## src/rtl/pulse_train_generator.sv

```systemverilog
// Multi-channel pulse train generator: per-channel period/duty counters, continuous or counted bursts.
// Optional build macro PULSE_TRAIN_PHASE_EN adds a per-channel start phase input.
module pulse_train_generator #(
  parameter int N        = 8,
  parameter int CHANNELS = 2,
  parameter int BURST_W  = 8
) (
  input  logic                        clk,
  input  logic                        rst,
  input  logic                        ena,
  input  logic [CHANNELS-1:0]         ch_ena,
  input  logic [CHANNELS*N-1:0]       ticks,
  input  logic [CHANNELS*N-1:0]       high_ticks,
  input  logic [CHANNELS-1:0]         mode,
  input  logic [CHANNELS*BURST_W-1:0] burst_len,
  input  logic [CHANNELS-1:0]         start,
`ifdef PULSE_TRAIN_PHASE_EN
  input  logic [CHANNELS*N-1:0]       phase,
`endif
  output logic [CHANNELS-1:0]         out,
  output logic [CHANNELS-1:0]         busy,
  output logic [CHANNELS-1:0]         done
);

  typedef enum logic {ST_IDLE = 1'b0, ST_RUN = 1'b1} state_t;

  for (genvar g = 0; g < CHANNELS; g++) begin : g_ch
    state_t             state_r, state_s;
    logic [N-1:0]       count_r, count_s, count_inc_s, entry_count_s;
    logic [N-1:0]       ticks_l_r, ticks_l_s, high_l_r, high_l_s;
    logic [N-1:0]       ticks_in_s, high_in_s;
    logic [BURST_W-1:0] burst_l_r, burst_l_s, burst_in_s;
    logic [BURST_W-1:0] pcnt_r, pcnt_s, pcnt_inc_s;
    logic               mode_l_r, mode_l_s;
    logic               out_r, out_s, busy_r, busy_s, done_r, done_s;

    assign ticks_in_s  = ticks[g*N +: N];
    assign high_in_s   = high_ticks[g*N +: N];
    assign burst_in_s  = burst_len[g*BURST_W +: BURST_W];
    assign count_inc_s = count_r + N'(1);
    assign pcnt_inc_s  = pcnt_r + BURST_W'(1);

`ifdef PULSE_TRAIN_PHASE_EN
    logic [N-1:0] phase_in_s;
    assign phase_in_s    = phase[g*N +: N];
    assign entry_count_s = (phase_in_s < ticks_in_s) ? phase_in_s : '0;
`else
    assign entry_count_s = '0;
`endif

    // Next-state and next-output logic for one channel
    always_comb begin
      state_s   = state_r;
      count_s   = count_r;
      ticks_l_s = ticks_l_r;
      high_l_s  = high_l_r;
      burst_l_s = burst_l_r;
      mode_l_s  = mode_l_r;
      pcnt_s    = pcnt_r;
      out_s     = out_r;
      busy_s    = busy_r;
      done_s    = 1'b0;
      case (state_r)
        ST_IDLE: begin
          count_s = '0;
          pcnt_s  = '0;
          out_s   = 1'b0;
          busy_s  = 1'b0;
          if (ena && ch_ena[g] && (ticks_in_s != '0) && (!mode[g] || start[g])) begin
            if (mode[g] && (burst_in_s == '0)) begin
              done_s = 1'b1;
            end else begin
              state_s   = ST_RUN;
              ticks_l_s = ticks_in_s;
              high_l_s  = high_in_s;
              burst_l_s = burst_in_s;
              mode_l_s  = mode[g];
              count_s   = entry_count_s;
              out_s     = (entry_count_s < high_in_s);
              busy_s    = 1'b1;
            end
          end else begin
            state_s = ST_IDLE;
          end
        end
        ST_RUN: begin
          if (!ch_ena[g]) begin
            state_s = ST_IDLE;
            count_s = '0;
            pcnt_s  = '0;
            out_s   = 1'b0;
            busy_s  = 1'b0;
          end else if (!ena) begin
            out_s = 1'b0;
          end else if (count_r == (ticks_l_r - N'(1))) begin
            // Period boundary: duty/period reload here; burst length stays as latched on entry
            count_s   = '0;
            ticks_l_s = ticks_in_s;
            high_l_s  = high_in_s;
            if (mode_l_r && (pcnt_inc_s == burst_l_r)) begin
              state_s = ST_IDLE;
              pcnt_s  = '0;
              out_s   = 1'b0;
              busy_s  = 1'b0;
              done_s  = 1'b1;
            end else if (ticks_in_s == '0) begin
              state_s = ST_IDLE;
              pcnt_s  = '0;
              out_s   = 1'b0;
              busy_s  = 1'b0;
            end else begin
              pcnt_s = mode_l_r ? pcnt_inc_s : pcnt_r;
              out_s  = (high_in_s != '0);
            end
          end else begin
            count_s = count_inc_s;
            out_s   = (count_inc_s < high_l_r);
          end
        end
        default: begin
          state_s = ST_IDLE;
          count_s = '0;
          pcnt_s  = '0;
          out_s   = 1'b0;
          busy_s  = 1'b0;
        end
      endcase
    end

    // Channel state and output registers with synchronous active-low reset
    always_ff @(posedge clk) begin
      if (!rst) begin
        state_r   <= ST_IDLE;
        count_r   <= '0;
        ticks_l_r <= '0;
        high_l_r  <= '0;
        burst_l_r <= '0;
        mode_l_r  <= 1'b0;
        pcnt_r    <= '0;
        out_r     <= 1'b0;
        busy_r    <= 1'b0;
        done_r    <= 1'b0;
      end else begin
        state_r   <= state_s;
        count_r   <= count_s;
        ticks_l_r <= ticks_l_s;
        high_l_r  <= high_l_s;
        burst_l_r <= burst_l_s;
        mode_l_r  <= mode_l_s;
        pcnt_r    <= pcnt_s;
        out_r     <= out_s;
        busy_r    <= busy_s;
        done_r    <= done_s;
      end
    end

    assign out[g]  = out_r;
    assign busy[g] = busy_r;
    assign done[g] = done_r;
  end

endmodule

```

## config.mk

```make
export PLATFORM = sky130hd
export DESIGN_NAME = pulse_train_generator
export DESIGN_NICKNAME = d
export VERILOG_FILES = /design/src/rtl/pulse_train_generator.sv
export SDC_FILE = /design/constraint.sdc
export NUM_CORES = 1
export LEC_CHECK = 0
export CAP_MARGIN = 5
export CORE_ASPECT_RATIO = 0.9
export CORE_MARGIN = 2
export CORE_UTILIZATION = 40
export CTS_BUF_LIST = sky130_fd_sc_hd__clkbuf_2 sky130_fd_sc_hd__clkbuf_4 sky130_fd_sc_hd__clkbuf_8
export CTS_CLUSTER_DIAMETER = 120
export CTS_CLUSTER_SIZE = 40
export DETAILED_ROUTE_END_ITERATION = 16
export PLACE_DENSITY = 0.59
export SYNTH_ARGS = -nofsm -noshare
export SYNTH_HDL_FRONTEND = slang
export SYNTH_SLANG_ARGS = --single-unit
```

## constraint.sdc

```tcl
create_clock -name clk -period 3.5 [get_ports clk]
set_input_delay 0.7 -clock clk [delete_from_list [all_inputs] [get_ports clk]]
set_output_delay 0.7 -clock clk [all_outputs]
set_load 0.02 [all_outputs]
```

==> results of run 1 <==
layer usage:
| metal | share of wire | vias up | global-route usage |
|---|---|---|---|
| li1 | - | 2443 | - |
| met1 | 0.47 | 2262 | 0.243 |
| met2 | 0.48 | 92 | 0.300 |
| met3 | 0.035 | 12 | 0.0251 |
| met4 | 0.012 | 0 | 0.0630 |
| met5 | 0 | - | 0 |
cell type report:
| class | count | area, um2 |
|---|---|---|
| fill | 1335 | 7050 |
| multi-input combinational | 510 | 3360 |
| sequential | 90 | 1800 |
| timing repair buffer | 69 | 673 |
| tap | 168 | 210 |
| clock buffer | 12 | 153 |
| inverter | 23 | 86.3 |
| clock inverter | 4 | 27.5 |
through the flow:
stage	worst slack [ns]	hold WS, ns
after floorplan	1.07	0.443
after global placement	0.460	0.457
after detailed placement	0.460	0.460
after CTS	0.656	0.472
after global routing	0.345	0.500
final	0.657	0.471
worst max-delay path by stage:
stage / endpoint / slack, ns / cells after the start
6_report: g_ch[1].pcnt_r[2] / 0.66 / 8
5_1_grt: g_ch[1].high_l_r[6] / 0.34 / 8
4_1_cts: g_ch[1].pcnt_r[2] / 0.66 / 8
3_3_place_gp: g_ch[0].pcnt_r[7] / 0.46 / 8
3_5_place_dp: g_ch[1].high_l_r[5] / 0.46 / 8
2_1_floorplan: g_ch[0].pcnt_r[7] / 1.07 / 8
where the power goes:
group          switching [uW]  total [uW]  internal [uW]
sequential               28.6        1080           1050
combinational             140         282            142
clock                     388         681            293
cells in the final DEF (no fill, tap or decap), drive strengths merged, types with 13 or more instances in the layout:
| cell type | synthesis | final |
|---|---|---|
| inv | 23 | 23 |
| xnor2 | 29 | 29 |
| dfxtp | 90 | 90 |
| o21ai | 15 | 15 |
| nand3 | 59 | 59 |
| nand2 | 70 | 70 |
| xor2 | 21 | 21 |
| clkdlybuf4s50 | 0 | 62 |
| mux2i | 18 | 18 |
| a21oi | 49 | 49 |
| ha | 20 | 20 |
| nor2 | 60 | 60 |
| nor4 | 14 | 14 |
| and3 | 13 | 13 |
flip-flops by register name, indices dropped and copies added (netlist names):
name / count
g_ch.mode_l_r: 2
g_ch.high_l_r: 16
g_ch.ticks_l_r: 16
g_ch.count_r: 16
g_ch.state_r: 2
g_ch.busy_r: 2
g_ch.out_r: 2
g_ch.done_r: 2
g_ch.pcnt_r: 16
g_ch.burst_l_r: 16
cells by family after synthesis:
group,after synthesis,share of synthesized area
adder cells (fa/ha/maj),21,0.0475
flip-flops,90,0.329
multiplexers,19,0.0350
buffers and inverters,64,0.0567
AO/OA/AOI/OAI,140,0.187
XOR/XNOR,50,0.0800
AND/OR/NAND/NOR,280,0.265
worst reg2reg max path, stage by stage (launching register included):
cell and delay, ns:
dfxtp_1 0.48, inv_1 0.08, ha_1 0.32, o22a_1 0.24
a31oi_1 0.49, o211ai_4 0.22, nor4_4 0.66, a21oi_1 0.15
mux2i_1 0.15
==> flow_metrics.env, run 1 <==
export IMPL_status="finished, final reports clean"
export IMPL_areaGrowthSynthToFinish_pct=15.3
export IMPL_path_buf_inv=1
export IMPL_rows=40
export IMPL_worstMarginPinSlew_ns=0.699
export IMPL_worstSetupStartpointType="flop"
export IMPL_drtAntennaViolNets=0
export IMPL_grt_start_max_net_pins=65
export IMPL_clk_path_buf_depth=2
export IMPL_fmax_mhz=352
export IMPL_wl_um=13100
export IMPL_antenna_cells=0
export IMPL_root_buffer="clkbuf_8"
export IMPL_antenna_found_initial=0
export IMPL_vdd_drop_max_mv=0.159
export IMPL_yosys_top_cells_area="dfxtp_1, nand3_1, xnor2_1, nand2_1, ha_1"
export IMPL_cts_tree="built"
export IMPL_synth_top_area_share=0.329
export IMPL_drt_wirelength_per_cell_um=15.0
export IMPL_finClkSkew_ns=0.0107
export IMPL_drtIter0Drc=300
export IMPL_start_util=0.410
export IMPL_synth_cell_types=79
export IMPL_arrival_ns=3.15
export IMPL_critical_path_max_stage_delay_ns=0.66
export IMPL_path_delay_family="compound AO/OA/AOI/OAI gates"
export IMPL_ys_ff_latch=90
export IMPL_yosys_top_cells_count="dfxtp_1, nand2_1, nor2_1"
export IMPL_fp_dieH_um=115
export IMPL_final_util=0.472
export IMPL_reg2reg_depth=8
export IMPL_worstSkewPairLatency_ns=0.37
export IMPL_ys_warn_count=0
export IMPL_io_pins=63
export IMPL_grt_pass1_wl_um=21600
export IMPL_fin_nets=780
export IMPL_setup_viol=0
export IMPL_synthArstFlopShare=0
export IMPL_r2r_slack_ns=0.66
export IMPL_fin_crit_ns=2.84
export IMPL_die_x_um=127
export IMPL_netlist_area_um2=5470
export IMPL_dp_cells=860
export IMPL_fp_dieArea_um2=14600
export IMPL_min_delay_path_class="reg2reg"
export IMPL_finalHoldViolations=0
export IMPL_ys_seq_area_frac=0.329
export IMPL_gp_congestion=0.834
export IMPL_drc=0
export IMPL_instances_no_fill=876
export IMPL_post_synth_top_count_cell="dfxtp_1"
export IMPL_crit_slowest_cell="nor4_4"
export IMPL_synth_nets=741
export IMPL_regToRegStartpoint="g_ch[1].ticks_l_r[0]"
export IMPL_cp_cell_sequence="inv_1 -> ha_1 -> o22a_1 -> a31oi_1 -> o211ai_4 -> nor4_4 -> a21oi_1 -> mux2i_1"
export IMPL_p_leak_uw=0.00243
export IMPL_max_slew_margin=0.534
export IMPL_grt_usage=0.181
export IMPL_cp_required_ns=3.81
export IMPL_setup_worst_path_end_class="flop"
export IMPL_drive_above_1_share=0.0706
export IMPL_cts_hold_buf=0
export IMPL_clk_pin_slew_ns=0.09
export IMPL_rsz0062_at_grt="no"
export IMPL_path_class="reg2reg"
export IMPL_hold_depth=2
export IMPL_cp_max_fo=12
export IMPL_syn_inst=664
export IMPL_holdPathEnd="g_ch[0].burst_l_r[0]"
export IMPL_post_cts_buffers=0
export IMPL_maxCapViolCount=0
export IMPL_synth_edff_count=0
export IMPL_total_power_uw=2040
export IMPL_cp_startpoint="g_ch[1].ticks_l_r[0]"
export IMPL_vias_per_cell=5.49
export IMPL_finalSetupTns_ns=0
export IMPL_finalCritPeriodShare=0.812
export IMPL_core_area_um2=13400
export IMPL_min_from="g_ch[0].burst_l_r[0]"
export IMPL_power_per_cell_area_nw_per_um2=324
export IMPL_synth_area_leader_cell="dfxtp_1"
export IMPL_cts_buffers=9
export IMPL_rr_endpoint="g_ch[1].pcnt_r[2]"
export IMPL_num_vias=4809
export IMPL_cts_sinks=90
export IMPL_overflow=0
export IMPL_stdcell_area_um2=6310
export IMPL_grt_pass1_vias=4473
export IMPL_firstDrtPassIters=4
export IMPL_portBuffers=62
export IMPL_ys_flop_type="dfxtp_1"
export IMPL_h_tree_depth=3
export IMPL_syn_avg_cell_area_um2=8.24
export IMPL_place_area_um2=6130
export IMPL_cts_resized_gates=0
export IMPL_place_hpwl_um=9810
export IMPL_slew_violations=0
Power figures use the tool's default switching activity.
==> run 2, diff against run 1 <==
Settings changed: PLACE_DENSITY 0.59 to 0.61.
Clock period 3.5 ns to 2.3 ns, I/O delays scaled along.
==> run 2 against run 1 <==
Net effect:
- non-clock buffer count up 100
- power up 70%
- cell area increased by 19%
- clock skew grew 0.0031 ns
- largest cell class unchanged
==> flow_metrics.env, run 2 (synthesized netlist as in run 1, its figures left out) <==
export IMPL_cp_required_ns=2.61
export IMPL_p_sw_uw=933
export IMPL_firstDrtPassIters=4
export IMPL_p_leak_uw=0.00303
export IMPL_instances_no_fill=978
export IMPL_r2r_slack_ns=0.005
export IMPL_pwr_share_comb=0.160
export IMPL_fin_nets=882
export IMPL_worstMarginPinSlew_ns=0.698
export IMPL_root_buffer="clkbuf_8"
export IMPL_power_per_cell_area_nw_per_um2=462
export IMPL_grt_start_max_net_pins=65
export IMPL_final_util=0.561
export IMPL_cts_buffers=9
export IMPL_antenna_cells=0
export IMPL_cp_cell_sequence="buf_6 -> and3_4 -> and3_4 -> xor2_2 -> ha_1 -> a2111oi_4 -> o211ai_1 -> a22o_1 -> a211oi_2"
export IMPL_areaGrowthSynthToFinish_pct=37.0
export IMPL_cpMostUsedCell="and3_4"
export IMPL_drc=0
export IMPL_crit_slowest_cell="ha_1"
export IMPL_fp_dieH_um=115
export IMPL_final_common_cell="buf_4"
export IMPL_portBuffers=62
export IMPL_setup_viol=0
export IMPL_drive_above_1_share=0.262
export IMPL_min_delay_path_class="reg2reg"
export IMPL_min_from="g_ch[0].burst_l_r[0]"
export IMPL_clk_pin_slew_ns=0.10
export IMPL_fin_crit_ns=2.30
export IMPL_finalCritPeriodShare=0.998
export IMPL_antenna_found_initial=0
export IMPL_fp_dieArea_um2=14600
export IMPL_clock_power_share=0.367
export IMPL_cts_sinks=90
export IMPL_core_area_um2=13400
export IMPL_internal_power_uw=2530
export IMPL_reg2reg_depth=9
export IMPL_clk_path_buf_depth=2
export IMPL_status="finished, final reports clean"
export IMPL_worstSetupStartpointType="flop"
export IMPL_io_pins=63
export IMPL_vdd_drop_max_mv=0.414
export IMPL_drtAntennaViolNets=0
export IMPL_finalSetupTns_ns=0
export IMPL_pwr_share_seq=0.473
export IMPL_arrival_ns=2.61
export IMPL_sw_frac_of_total=0.269
export IMPL_max_slew_margin=0.535
export IMPL_cp_max_fo=4
export IMPL_grt_usage=0.190
export IMPL_rows=40
export IMPL_worstSkewPairLatency_ns=0.39
export IMPL_rr_endpoint="g_ch[1].out_r"
export IMPL_overflow=0
export IMPL_cts_hold_buf=0
export IMPL_h_tree_depth=3
export IMPL_stdcell_area_um2=7500
export IMPL_start_util=0.410
export IMPL_place_area_um2=6750
export IMPL_slew_violations=0
export IMPL_path_class="reg2reg"
export IMPL_dp_cells=939
export IMPL_holdPathEnd="g_ch[0].burst_l_r[0]"
export IMPL_setup_worst_path_end_class="flop"
export IMPL_post_place_ws_ns=-0.264
export IMPL_vias_per_cell=5.39
export IMPL_rsz0062_at_grt="yes"
export IMPL_num_vias=5269
export IMPL_wl_um=14300
export IMPL_layout_common_cells="buf_4, dfxtp_1, clkdlybuf4s50_1, nand2_1, nor2_1"
export IMPL_critical_path_max_stage_delay_ns=0.36
export IMPL_die_x_um=127
export IMPL_finClkSkew_ns=0.0137
export IMPL_finalHoldViolations=0
export IMPL_hold_depth=2
export IMPL_place_hpwl_um=10400
export IMPL_drt_wirelength_per_cell_um=14.6
export IMPL_regToRegStartpoint="g_ch[1].count_r[0]"
export IMPL_gp_congestion=0.835
export IMPL_grt_pass1_vias=4904
export IMPL_cts_tree="built"
export IMPL_drtIter0Drc=247
export IMPL_grt_pass1_wl_um=22600
export IMPL_fmax_mhz=436
export IMPL_fin_ws_ns=0.00492
export IMPL_maxCapViolCount=0
==> run 2: worst max-delay path: cells and delay by family, from the launching register on <==
kind                     cells  cell delay, ns
XOR/XNOR                     1            0.14
adder cells (fa/ha/maj)      1            0.36
AND/OR/NAND/NOR              2            0.36
AO/OA/AOI/OAI                4            0.89
flip-flops                   1            0.35
buffers and inverters        1            0.12
==> run 2: final cells by class <==
class | instances | area [um2]
fill | 1213 | 5870
clock inverter | 7 | 105
tap | 168 | 210
sequential | 90 | 1820
inverter | 23 | 86.3
multi-input combinational | 512 | 3670
clock buffer | 9 | 124
timing repair buffer | 169 | 1480
==> run 2: worst max-delay path by stage <==
| stage | from | endpoint | slack [ns] |
|---|---|---|---|
| after global routing | g_ch[1].count_r[0] | g_ch[1].out_r | -0.1 |
| after CTS | g_ch[1].count_r[0] | g_ch[1].out_r | -0.08 |
| after floorplan | g_ch[1].count_r[0] | g_ch[1].out_r | 0.008 |
| final | g_ch[1].count_r[0] | g_ch[1].out_r | 0.005 |
| after global placement | ticks[3] | g_ch[0].pcnt_r[7] | -0.23 |
| after detailed placement | ticks[3] | g_ch[0].pcnt_r[7] | -0.26 |
==> run 2: timing repair <==
action                     CTS  global route
pin swaps                    2            35
setup endpoints to repair   24            66
setup buffers                1            17
hold endpoints to repair     0             0
resized for setup            9            79
gates cloned                 0             5
==> run 2: power by group through the flow <==
stage               clock [uW]  sequential (uW)  combinational (uW)
detailed placement           0             1670                 503
CTS                       1300             1640                 510
floorplan                    0             1660                 277
global placement             0             1670                 492
finish                    1270             1640                 554
global route              1360             1650                 601
==> run 2: metrics by stage <==
step	power, uW	hold WS, ns
after floorplan	1940	0.443
after global placement	2160	0.459
after detailed placement	2180	0.460
after CTS	3450	0.473
after global routing	3610	0.508
final	3470	0.473
==> run 2: layer usage <==
layer,vias to the layer above,global-route usage,share of wire
met2,92,0.319,0.49
met5,-,0,0
li1,2647,-,-
met1,2506,0.243,0.46
met3,24,0.0358,0.032
met4,0,0.0777,0.022
==> run 3, diff against run 2 <==
Settings changed: PLACE_DENSITY 0.61 to 0.59.
Clock period 2.3 ns to 2.15 ns, I/O delays scaled along.
==> run 3 against run 2 <==
Net effect:
- the run now ends with setup timing left
- first-iteration DRC count is 13% lower
- cell area rose by 8.5%
- count of clock-buffer cells in the layout is 2 higher
- clock power rose by 3%
- combinational power grew 25%
- critical path type unchanged
- largest cell class unchanged
- largest power group unchanged
==> flow_metrics.env, run 3 (synthesized netlist as in run 1, its figures left out) <==
export IMPL_status="finished, violations left"
export IMPL_violations="setup timing"
export IMPL_finClkSkew_ns=0.00803
export IMPL_drt_wirelength_per_cell_um=15.2
export IMPL_fin_nets=918
export IMPL_finalHoldViolations=0
export IMPL_fin_crit_ns=2.25
export IMPL_worstMarginPinSlew_ns=0.378
export IMPL_place_area_um2=7080
export IMPL_pwr_share_seq=0.465
export IMPL_post_place_ws_ns=-0.353
export IMPL_h_tree_depth=3
export IMPL_finalCritPeriodShare=1.05
export IMPL_cp_required_ns=2.42
export IMPL_place_hpwl_um=10700
export IMPL_fp_dieH_um=115
export IMPL_cts_tree="built"
export IMPL_final_common_cell="buf_4"
export IMPL_p_leak_uw=0.00334
export IMPL_maxCapViolCount=0
export IMPL_io_pins=63
export IMPL_grt_usage=0.208
export IMPL_path_buf_inv=0
export IMPL_grt_pass1_vias=5365
export IMPL_cp_cell_sequence="ha_4 -> nor2b_1 -> nor3_1 -> o31ai_1 -> or4_4 -> o211ai_4 -> o21ai_0 -> a22o_1"
export IMPL_drtAntennaViolNets=0
export IMPL_rsz0062_at_grt="yes"
export IMPL_grt_pass1_wl_um=24900
export IMPL_overflow=0
export IMPL_arrival_ns=2.52
export IMPL_clock_power_share=0.350
export IMPL_worstSkewPairLatency_ns=0.37
export IMPL_grt_start_max_net_pins=65
export IMPL_path_class="reg2reg"
export IMPL_vdd_drop_max_mv=0.352
export IMPL_pwr_share_comb=0.185
export IMPL_gp_congestion=0.842
export IMPL_slew_violations=0
export IMPL_crit_slowest_cell="or4_4"
export IMPL_num_vias=5449
export IMPL_fin_ws_ns=-0.0982
export IMPL_antenna_cells=0
export IMPL_firstDrtPassIters=4
export IMPL_instances_no_fill=1013
export IMPL_die_x_um=127
export IMPL_clk_path_buf_depth=2
export IMPL_path_delay_family="simple AND/OR/NAND/NOR gates"
export IMPL_drive_above_1_share=0.335
export IMPL_areaGrowthSynthToFinish_pct=48.6
export IMPL_drc=0
export IMPL_power_per_cell_area_nw_per_um2=460
export IMPL_root_buffer="clkbuf_8"
export IMPL_sw_frac_of_total=0.259
export IMPL_min_delay_path_class="reg2reg"
export IMPL_p_sw_uw=970
export IMPL_wl_um=15400
export IMPL_core_area_um2=13400
export IMPL_clk_pin_slew_ns=0.09
export IMPL_portBuffers=62
export IMPL_start_util=0.410
export IMPL_dp_cells=970
export IMPL_setup_viol=24
export IMPL_drtIter0Drc=214
export IMPL_cts_sinks=90
export IMPL_fmax_mhz=445
export IMPL_met2WireLength_um=7850
export IMPL_worstSetupStartpointType="flop"
export IMPL_antenna_found_initial=0
export IMPL_vias_per_cell=5.38
export IMPL_routed_top_layer="met4"
export IMPL_rows=40
export IMPL_setup_worst_path_end_class="flop"
export IMPL_cts_buffers=9
export IMPL_layout_common_cells="buf_4, dfxtp_1, clkdlybuf4s50_1, nor2_1, nand2_1"
export IMPL_internal_power_uw=2780
export IMPL_fp_dieArea_um2=14600
export IMPL_cp_max_fo=7
export IMPL_stdcell_area_um2=8140
export IMPL_wl_met3_um=588
export IMPL_final_util=0.609
export IMPL_critical_path_max_stage_delay_ns=0.59
export IMPL_wl_met1_um=6600
export IMPL_nFillCells=1136
export IMPL_max_slew_margin=0.746
==> run 3: worst min-delay path: cells and delay by family, from the launching register on <==
| kind | cells | cell delay, ns |
|---|---|---|
| AND/OR/NAND/NOR | 1 | 0.05 |
| flip-flops | 1 | 0.32 |
| AO/OA/AOI/OAI | 1 | 0.05 |
==> run 3: metal layers <==
layer | vias up | track usage
li1 | 2716 | -
met1 | 2593 | 0.249
met2 | 109 | 0.373
met3 | 31 | 0.0465
met4 | 0 | 0.0667
met5 | - | 0
==> run 3: repair_timing <==
| action | CTS | global route |
|---|---|---|
| hold buffers | 0 | 0 |
| pin swaps | 59 | 43 |
| buffers inserted | 14 | 9 |
| cloned | 4 | 1 |
| gates resized for setup | 94 | 49 |
| setup endpoints to repair | 59 | 78 |
==> run 3: path summary, 6_finish.rpt <==
kind | cells after the start | from | slack [ns] | to
max | 8 | g_ch[0].pcnt_r[0] | -0.1 | g_ch[0].pcnt_r[2]
max reg2reg | 8 | g_ch[0].pcnt_r[0] | -0.1 | g_ch[0].pcnt_r[2]
min | 2 | g_ch[0].burst_l_r[0] | 0.47 | g_ch[0].burst_l_r[0]
min reg2reg | 2 | g_ch[0].burst_l_r[0] | 0.47 | g_ch[0].burst_l_r[0]
==> run 3: stage by stage <==
step	hold WS (ns)	total power (uW)	TNS [ns]
finish	0.473	3750	-0.940
global route	0.489	3900	-4.84
global placement	0.458	2350	-15.85
CTS	0.478	3740	-2.02
detailed placement	0.462	2360	-17.06
floorplan	0.443	2080	-0.0463
==> run 3: final cells by class <==
cell class | count | area, um2 | area share
clock buffers | 11 | 145 | 0.0178
clock inverters | 4 | 77.6 | 0.00953
flip-flops and latches | 90 | 1840 | 0.227
well taps | 168 | 210 | 0.0258
inverters | 23 | 88.8 | 0.0109
multi-input cells | 513 | 3940 | 0.484
repair buffers | 204 | 1830 | 0.225
==> run 3: power by group through the flow <==
stage               sequential, uW  combinational, uW  clock (uW)
finish                        1740                694        1310
global route                  1750                745        1410
CTS                           1740                644        1350
detailed placement            1790                576           0
global placement              1780                565           0
floorplan                     1780                303           0
